File: src/rtl/vga_fb_arbiter.sv
// Frame-buffer port arbiter: scanout reads always win, queued writer transactions drain on free cycles.
// Optional build macro VGA_FB_VBLANK_WRITE_EN restricts write drain to vertical blanking.
module vga_fb_arbiter #(
  parameter int FB_W        = 160,
  parameter int FB_H        = 120,
  parameter int SCALE_SHIFT = 2,
  parameter int ADDR_W      = 15,
  parameter int DATA_W      = 8,
  parameter int WQ_DEPTH    = 4
) (
  input  logic                      clk,
  input  logic                      reset_n,
  input  logic                      clk_en,
  input  logic [10:0]               h_count,
  input  logic [10:0]               v_count,
  input  logic                      hsync_in,
  input  logic                      vsync_in,
  input  logic                      hblank_in,
  input  logic                      vblank_in,
  input  logic                      wr_valid,
  output logic                      wr_ready,
  input  logic [ADDR_W-1:0]         wr_addr,
  input  logic [DATA_W-1:0]         wr_data,
  output logic                      ram_en,
  output logic                      ram_we,
  output logic [ADDR_W-1:0]         ram_addr,
  output logic [DATA_W-1:0]         ram_wdata,
  input  logic [DATA_W-1:0]         ram_rdata,
  output logic [DATA_W-1:0]         pix_data,
  output logic                      hsync_out,
  output logic                      vsync_out,
  output logic                      blank_out,
  output logic [$clog2(WQ_DEPTH):0] wq_level,
  output logic                      addr_err,
  output logic                      frame_start
);

  localparam int PTR_W = $clog2(WQ_DEPTH);
  localparam int LVL_W = PTR_W + 1;
  localparam logic [LVL_W-1:0]  LVL_ZERO = {LVL_W{1'b0}};
  localparam logic [LVL_W-1:0]  LVL_ONE  = {{(LVL_W-1){1'b0}}, 1'b1};
  localparam logic [LVL_W-1:0]  LVL_FULL = LVL_W'(WQ_DEPTH);
  localparam logic [PTR_W-1:0]  PTR_ONE  = {{(PTR_W-1){1'b0}}, 1'b1};
  localparam logic [ADDR_W:0]   FB_SIZE  = (ADDR_W+1)'(FB_W * FB_H);

  typedef enum logic [1:0] {
    ST_IDLE      = 2'd0,
    ST_DRAIN     = 2'd1,
    ST_SCAN_HOLD = 2'd2
  } drain_state_e;

  logic [ADDR_W-1:0] wq_addr_r [WQ_DEPTH];
  logic [DATA_W-1:0] wq_data_r [WQ_DEPTH];
  logic [PTR_W-1:0]  wr_ptr_r;
  logic [PTR_W-1:0]  rd_ptr_r;
  logic [LVL_W-1:0]  level_r;
  logic [LVL_W-1:0]  level_nxt_s;

  logic              read_s;
  logic              push_s;
  logic              pop_s;
  logic              wr_window_s;
  logic              head_oor_s;
  logic [ADDR_W-1:0] scan_addr_s;
  logic [ADDR_W-1:0] head_addr_s;
  logic [DATA_W-1:0] head_data_s;

  drain_state_e      state_r;
  drain_state_e      prior_r;
  logic [DATA_W-1:0] hold_r;
  logic              rd_issued_r;
  logic              hsync_d_r;
  logic              vsync_d_r;
  logic              blank_d_r;
  logic              vblank_prev_r;
  logic              addr_err_r;
  logic              frame_start_r;

`ifdef VGA_FB_VBLANK_WRITE_EN
  // Tear-free update: the buffer only changes while the beam is in vertical blanking.
  assign wr_window_s = vblank_in;
`else
  assign wr_window_s = 1'b1;
`endif

  assign read_s      = clk_en & ~hblank_in & ~vblank_in;
  assign scan_addr_s = ADDR_W'((32'(v_count >> SCALE_SHIFT) * 32'(FB_W)) + 32'(h_count >> SCALE_SHIFT));
  assign head_addr_s = wq_addr_r[rd_ptr_r];
  assign head_data_s = wq_data_r[rd_ptr_r];
  assign head_oor_s  = ({1'b0, head_addr_s} >= FB_SIZE);

  // Ready looks only at the registered level, so a pop never opens the door in its own cycle.
  assign wr_ready    = (level_r < LVL_FULL);
  assign push_s      = wr_valid & wr_ready;
  assign pop_s       = (level_r != LVL_ZERO) & ~read_s & wr_window_s;

  assign wq_level    = level_r;
  assign addr_err    = addr_err_r;
  assign frame_start = frame_start_r;

  // Next queue occupancy from push/pop of this cycle.
  always_comb begin
    level_nxt_s = level_r;
    if (push_s && !pop_s) begin
      level_nxt_s = level_r + LVL_ONE;
    end else if (!push_s && pop_s) begin
      level_nxt_s = level_r - LVL_ONE;
    end else begin
      level_nxt_s = level_r;
    end
  end

  // RAM port mux; strobes are held off while reset is asserted so no partial write escapes.
  always_comb begin
    ram_en    = 1'b0;
    ram_we    = 1'b0;
    ram_addr  = {ADDR_W{1'b0}};
    ram_wdata = {DATA_W{1'b0}};
    if (!reset_n) begin
      ram_en = 1'b0;
      ram_we = 1'b0;
    end else if (read_s) begin
      ram_en   = 1'b1;
      ram_addr = scan_addr_s;
    end else if (pop_s) begin
      ram_en    = ~head_oor_s;
      ram_we    = ~head_oor_s;
      ram_addr  = head_addr_s;
      ram_wdata = head_data_s;
    end else begin
      ram_en = 1'b0;
      ram_we = 1'b0;
    end
  end

  // Write-queue storage, no reset needed since pointers gate validity.
  always_ff @(posedge clk) begin
    if (push_s) begin
      wq_addr_r[wr_ptr_r] <= wr_addr;
      wq_data_r[wr_ptr_r] <= wr_data;
    end
  end

  // Write-queue pointers and occupancy.
  always_ff @(posedge clk or negedge reset_n) begin
    if (!reset_n) begin
      wr_ptr_r <= {PTR_W{1'b0}};
      rd_ptr_r <= {PTR_W{1'b0}};
      level_r  <= LVL_ZERO;
    end else begin
      if (push_s) begin
        wr_ptr_r <= wr_ptr_r + PTR_ONE;
      end
      if (pop_s) begin
        rd_ptr_r <= rd_ptr_r + PTR_ONE;
      end
      level_r <= level_nxt_s;
    end
  end

  // Drain FSM; SCAN_HOLD marks the cycle after a read, when the RAM returns scanout data.
  always_ff @(posedge clk or negedge reset_n) begin
    if (!reset_n) begin
      state_r <= ST_IDLE;
      prior_r <= ST_IDLE;
    end else begin
      case (state_r)
        ST_IDLE: begin
          if (read_s) begin
            state_r <= ST_SCAN_HOLD;
            prior_r <= ST_IDLE;
          end else if (level_r != LVL_ZERO) begin
            state_r <= ST_DRAIN;
          end else begin
            state_r <= ST_IDLE;
          end
        end
        ST_DRAIN: begin
          if (read_s) begin
            state_r <= ST_SCAN_HOLD;
            prior_r <= ST_DRAIN;
          end else if (level_nxt_s == LVL_ZERO) begin
            state_r <= ST_IDLE;
          end else begin
            state_r <= ST_DRAIN;
          end
        end
        ST_SCAN_HOLD: begin
          state_r <= prior_r;
        end
        default: begin
          state_r <= ST_IDLE;
          prior_r <= ST_IDLE;
        end
      endcase
    end
  end

  // Capture scanout data one clk after the read strobe.
  always_ff @(posedge clk or negedge reset_n) begin
    if (!reset_n) begin
      hold_r <= {DATA_W{1'b0}};
    end else if (state_r == ST_SCAN_HOLD) begin
      hold_r <= ram_rdata;
    end
  end

  // Pixel/timing pipeline: everything emerges exactly one clk_en period after sampling.
  always_ff @(posedge clk or negedge reset_n) begin
    if (!reset_n) begin
      pix_data    <= {DATA_W{1'b0}};
      hsync_out   <= 1'b1;
      vsync_out   <= 1'b1;
      blank_out   <= 1'b0;
      hsync_d_r   <= 1'b1;
      vsync_d_r   <= 1'b1;
      blank_d_r   <= 1'b0;
      rd_issued_r <= 1'b0;
    end else if (clk_en) begin
      pix_data    <= rd_issued_r ? hold_r : {DATA_W{1'b0}};
      hsync_out   <= hsync_d_r;
      vsync_out   <= vsync_d_r;
      blank_out   <= blank_d_r;
      hsync_d_r   <= hsync_in;
      vsync_d_r   <= vsync_in;
      blank_d_r   <= hblank_in | vblank_in;
      rd_issued_r <= read_s;
    end
  end

  // Sticky range error and vblank falling-edge pulse.
  always_ff @(posedge clk or negedge reset_n) begin
    if (!reset_n) begin
      addr_err_r    <= 1'b0;
      vblank_prev_r <= 1'b0;
      frame_start_r <= 1'b0;
    end else begin
      if (pop_s && head_oor_s) begin
        addr_err_r <= 1'b1;
      end
      vblank_prev_r <= vblank_in;
      frame_start_r <= vblank_prev_r & ~vblank_in;
    end
  end

endmodule

File: config.mk
export PLATFORM = sky130hd
export DESIGN_NAME = vga_fb_arbiter
export DESIGN_NICKNAME = d
export VERILOG_FILES = /design/src/rtl/vga_fb_arbiter.sv
export SDC_FILE = /design/constraint.sdc
export NUM_CORES = 1
export LEC_CHECK = 0
export CORE_MARGIN = 4
export CORE_UTILIZATION = 50
export DETAILED_ROUTE_END_ITERATION = 16
export DONT_BUFFER_PORTS = 1
export SLEW_MARGIN = 20
export SYNTH_ARGS = -nofsm -noshare
export SYNTH_HDL_FRONTEND = slang
export SYNTH_SLANG_ARGS = --single-unit
export TNS_END_PERCENT = 10
File: constraint.sdc
create_clock -name clk -period 4.6 [get_ports clk]
set_input_delay 0.46 -clock clk [delete_from_list [all_inputs] [get_ports clk]]
set_output_delay 0.46 -clock clk [all_outputs]
set_load 0.01 [all_outputs]
==> flow_summary.yaml <==
placement:
  pre_cts_slack_ns: 1.51
  dpl.hpwl_um: 7270
  placed_instance_area_um2: 5940
  io_buffer_count: 0
  dp_cells: 511
  place_congestion: 0.692
setup_path:
  crit_buf_inv: 0
  worst-setup-path-type: "reg -> out"
  worstSetupEndpointType: "output pin"
  crit_path_top_delay_cell: "dfrtp_1"
  critPathCapture: "ram_we"
  ff2ff_setup_slack_ns: 2.07
  cp_max_fo: 12
  r2r_start: "wq_level[2]"
  critical_path_startpoint_category: "flop"
  kind_of_cell_with_the_highest_combined_delay_on_the_critical_path: "compound AO/OA/AOI/OAI gates"
  critical_register_to_register_path_endpoint: "wq_addr_r[3][2]"
  critical_path_s_largest_stage_delay_ns: 0.81
  critical_path.startpoint: "rd_ptr_r[0]"
  worst_case_reg_to_reg_path_depth: 3
  critical_path.cell_chain: "mux4_1 > a21o_1 > a211o_1 > a21boi_0"
  cp.required_ns: 4.14
  path_depth: 4
  cp.arrival_ns: 2.89
clock_tree:
  maximum_clock_insertion_buffer_count: 2
  worst_setup_hold_path_clk_slew_ns: 0.05
  cts.htree.levels: 4
  cts_buffers: 17
  cts_setup_buffers: 0
  tritoncts: "built"
  worst_skew_late_latency_ns: 0.41
  numClockSinks: 128
  post_cts.resized_instances: 0
  cts.root.buffer_cell: "clkbuf_16"
synthesis:
  post-synth-top-count-cell: "edfxtp_1"
  synthSimpleGateAreaFrac: 0.0748
  combinational_family_with_the_most_area_after_synthesis: "multiplexers"
  netlist_area_um2: 5800
  top_cells_by_instance_count_after_synthesis: "edfxtp_1 (92), dfrtp_1 (32), ha_1 (24)"
  yosys_warnings: 0
  synth-adder-area-share: 0.0604
  async_reset_ff_frac: 0.281
  synth_nets: 464
  yosys-mux-area-fraction: 0.117
  synth_area_leaders: "edfxtp_1 (48%), dfrtp_1 (14%), mux4_2 (7.4%)"
  synth_cell_types: 55
  ys_ff_latch: 128
  synth-edff-count: 92
  synth-seq-area-share: 0.632
  postSynthCellCount: 377
  synth_area_leader_cell: "edfxtp_1"
  compound_gate_portion_of_the_synthesized_area: 0.0638
  ys.flop_type: "edfxtp_1"
  area_share_of_xor_xnor_cells_in_the_synthesized_design: 0.0257
  synth.avg_cell_area_um2: 15.4
  netlist.area_leader.share: 0.476
cells_and_area:
  finalNonFillerCells: 544
  drive_above_1_share: 0.195
  area.growth.synth_to_final_pct: 12.7
  layout.filler_cells: 921
  final_nets: 476
  insertedDiodeCount: 0
  ff_latch_area_um2: 3670
  postLayoutCellArea_um2: 6540
  area_used_by_multi_input_combinational_logic_um2: 1980
floorplan:
  initial_utilization: 0.510
  std_cell_rows: 39
  core_area_um2: 11400
  ioPinCount: 103
  die-area_um2: 13400
  fp.dieH_um: 116
  die_width_um: 116
detailed_routing:
  avgRoutedWirePerCell_um: 20.0
  route.met3.wl_um: 886
  routed_wl_um: 10900
  drc_errors: 0
  routed-via-count: 3141
  maxUsedRoutingLayer: "met4"
  via_per_inst: 5.77
  detail_route.first_pass.iterations: 4
  drtAntennaViolNets: 0
  dr.first_iter.drc_count: 196
  routedLengthMet1_um: 4520
  met2RoutedLength_um: 5380
timing:
  fmax_ghz: 0.298
  min_period_ns: 3.35
  timing.final.hold_violations: 0
  finalHoldWorstSlack_ns: 0.0823
  rsz0062_at_grt: "false"
  layout_worst_path_cycle_share: 0.729
  max_slew_margin: 0.313
  max_slew_violations: 0
  setup_viol_count_final: 0
  worst_pin_slew_ns: 1.03
  setup-tns-final_ns: 0
  clock-skew-final_ns: 0.00598
  fin_ws_ns: 1.25
power_and_ir_drop:
  clockPowerShare: 0.324
  pwr-share-seq: 0.418
  sw_frac: 0.299
  power-per-cell-area_nw_per_um2: 599
  p_sw_w: 0.00117
  power.ir.vdd_worst_uv: 343
  p_int_w: 0.00275
  pwr-share-comb: 0.258
  p_leak_nw: 2.39
worst_hold_path:
  min-delay-path-class: "in -> reg"
grt:
  grt.total_usage: 0.174
  initial_antenna_violation_count: 0
  grt_pass1_vias: 3289
  grt_overflow: 0
  grt_max_degree: 37
  wire_length_of_the_first_global_routing_pass_um: 17300
outcome:
  outcome: "finished clean"
flow_run:
  maxCapViolations: 0
==> final cells by class <==
type                    instances  area share
well taps                     143      0.0274
clock buffers                  18      0.0656
repair buffers                  8      0.0115
flip-flops and latches        128       0.561
clock inverters                13      0.0210
multi-input cells             216       0.303
inverters                      18      0.0103
==> state kept, by name (all words and copies together) (netlist names) <==
| name | count |
|---|---|
| rd_issued_r | 1 |
| vblank_prev_r | 1 |
| blank_out | 1 |
| pix_data | 8 |
| wq_data_r | 32 |
| wr_ptr_r | 2 |
| frame_start | 1 |
| state_r | 2 |
| vsync_out | 1 |
| hsync_d_r | 1 |
| vsync_d_r | 1 |
| hold_r | 8 |
| addr_err | 1 |
| rd_ptr_r | 2 |
| wq_addr_r | 60 |
| hsync_out | 1 |
| wq_level | 3 |
| blank_d_r | 1 |
| prior_r | 1 |
==> how the worst min path moves through the flow <==
stage / endpoint / cells after the start / startpoint / slack [ns]
6_report: vblank_prev_r / 0 / vblank_in / 0.08
5_1_grt: vblank_prev_r / 0 / vblank_in / 0.06
2_1_floorplan: addr_err / 0 / reset_n / 0.16
3_3_place_gp: blank_out / 0 / reset_n / 0.17
3_5_place_dp: frame_start / 0 / reset_n / 0.17
4_1_cts: vblank_prev_r / 0 / vblank_in / 0.06
==> cell families (layout without fill, tap and decap cells) <==
logic type,after synthesis,in the layout
AOI/OAI and AO/OA,56,56
DFF,128,128
buffers and inverters,33,57
adders and majority gates,27,27
and+or+nand+nor,80,80
xor gates and xnor gates,17,17
muxes,36,36
==> per-stage QoR <==
stage | total power (W) | util
6_report | 0.00392 | 0.575
5_1_grt | 0.00416 | 0.575
4_1_cts | 0.00398 | 0.575
3_5_place_dp | 0.00268 | 0.523
3_3_place_gp | 0.00267 | 0.523
2_1_floorplan | 0.00244 | -
==> layout by cell type, fill, tap and decap left out, types with 4 or more instances in the layout <==
cell and instances:
nor3_1 5, nand2_1 16, ha_1 24, buf_4 6
xor2_1 6, dfrtp_1 32, a21oi_1 9, nor2b_1 6
clkinvlp_4 4, xnor2_1 11, edfxtp_1 92, dfstp_2 4
mux4_2 19, mux4_1 4, nor2_1 12, a22o_1 7
mux2_2 13, and2_1 13, inv_1 18, nand3_1 11
clkbuf_16 17, o21ai_0 20
==> power by group through the flow <==
| stage | Clock (W) | Combinational [W] | Sequential (W) |
|---|---|---|---|
| floorplan | 0 | 0.000850 | 0.00159 |
| CTS | 0.00130 | 0.00104 | 0.00164 |
| finish | 0.00127 | 0.00101 | 0.00164 |
| detailed placement | 0 | 0.00102 | 0.00166 |
| global placement | 0 | 0.00101 | 0.00165 |
| global route | 0.00135 | 0.00114 | 0.00167 |
==> layer usage <==
layer  track usage  up-vias
met3        0.0679       10
met1         0.221     1564
met4        0.0487        0
li1              -     1456
met5             0        -
met2         0.282      111
==> repair_timing <==
item                       CTS  global route
hold buffers                 2             0
hold endpoints to repair    36             0
setup endpoints to repair    0             0
(Power assumes the default switching activity.)
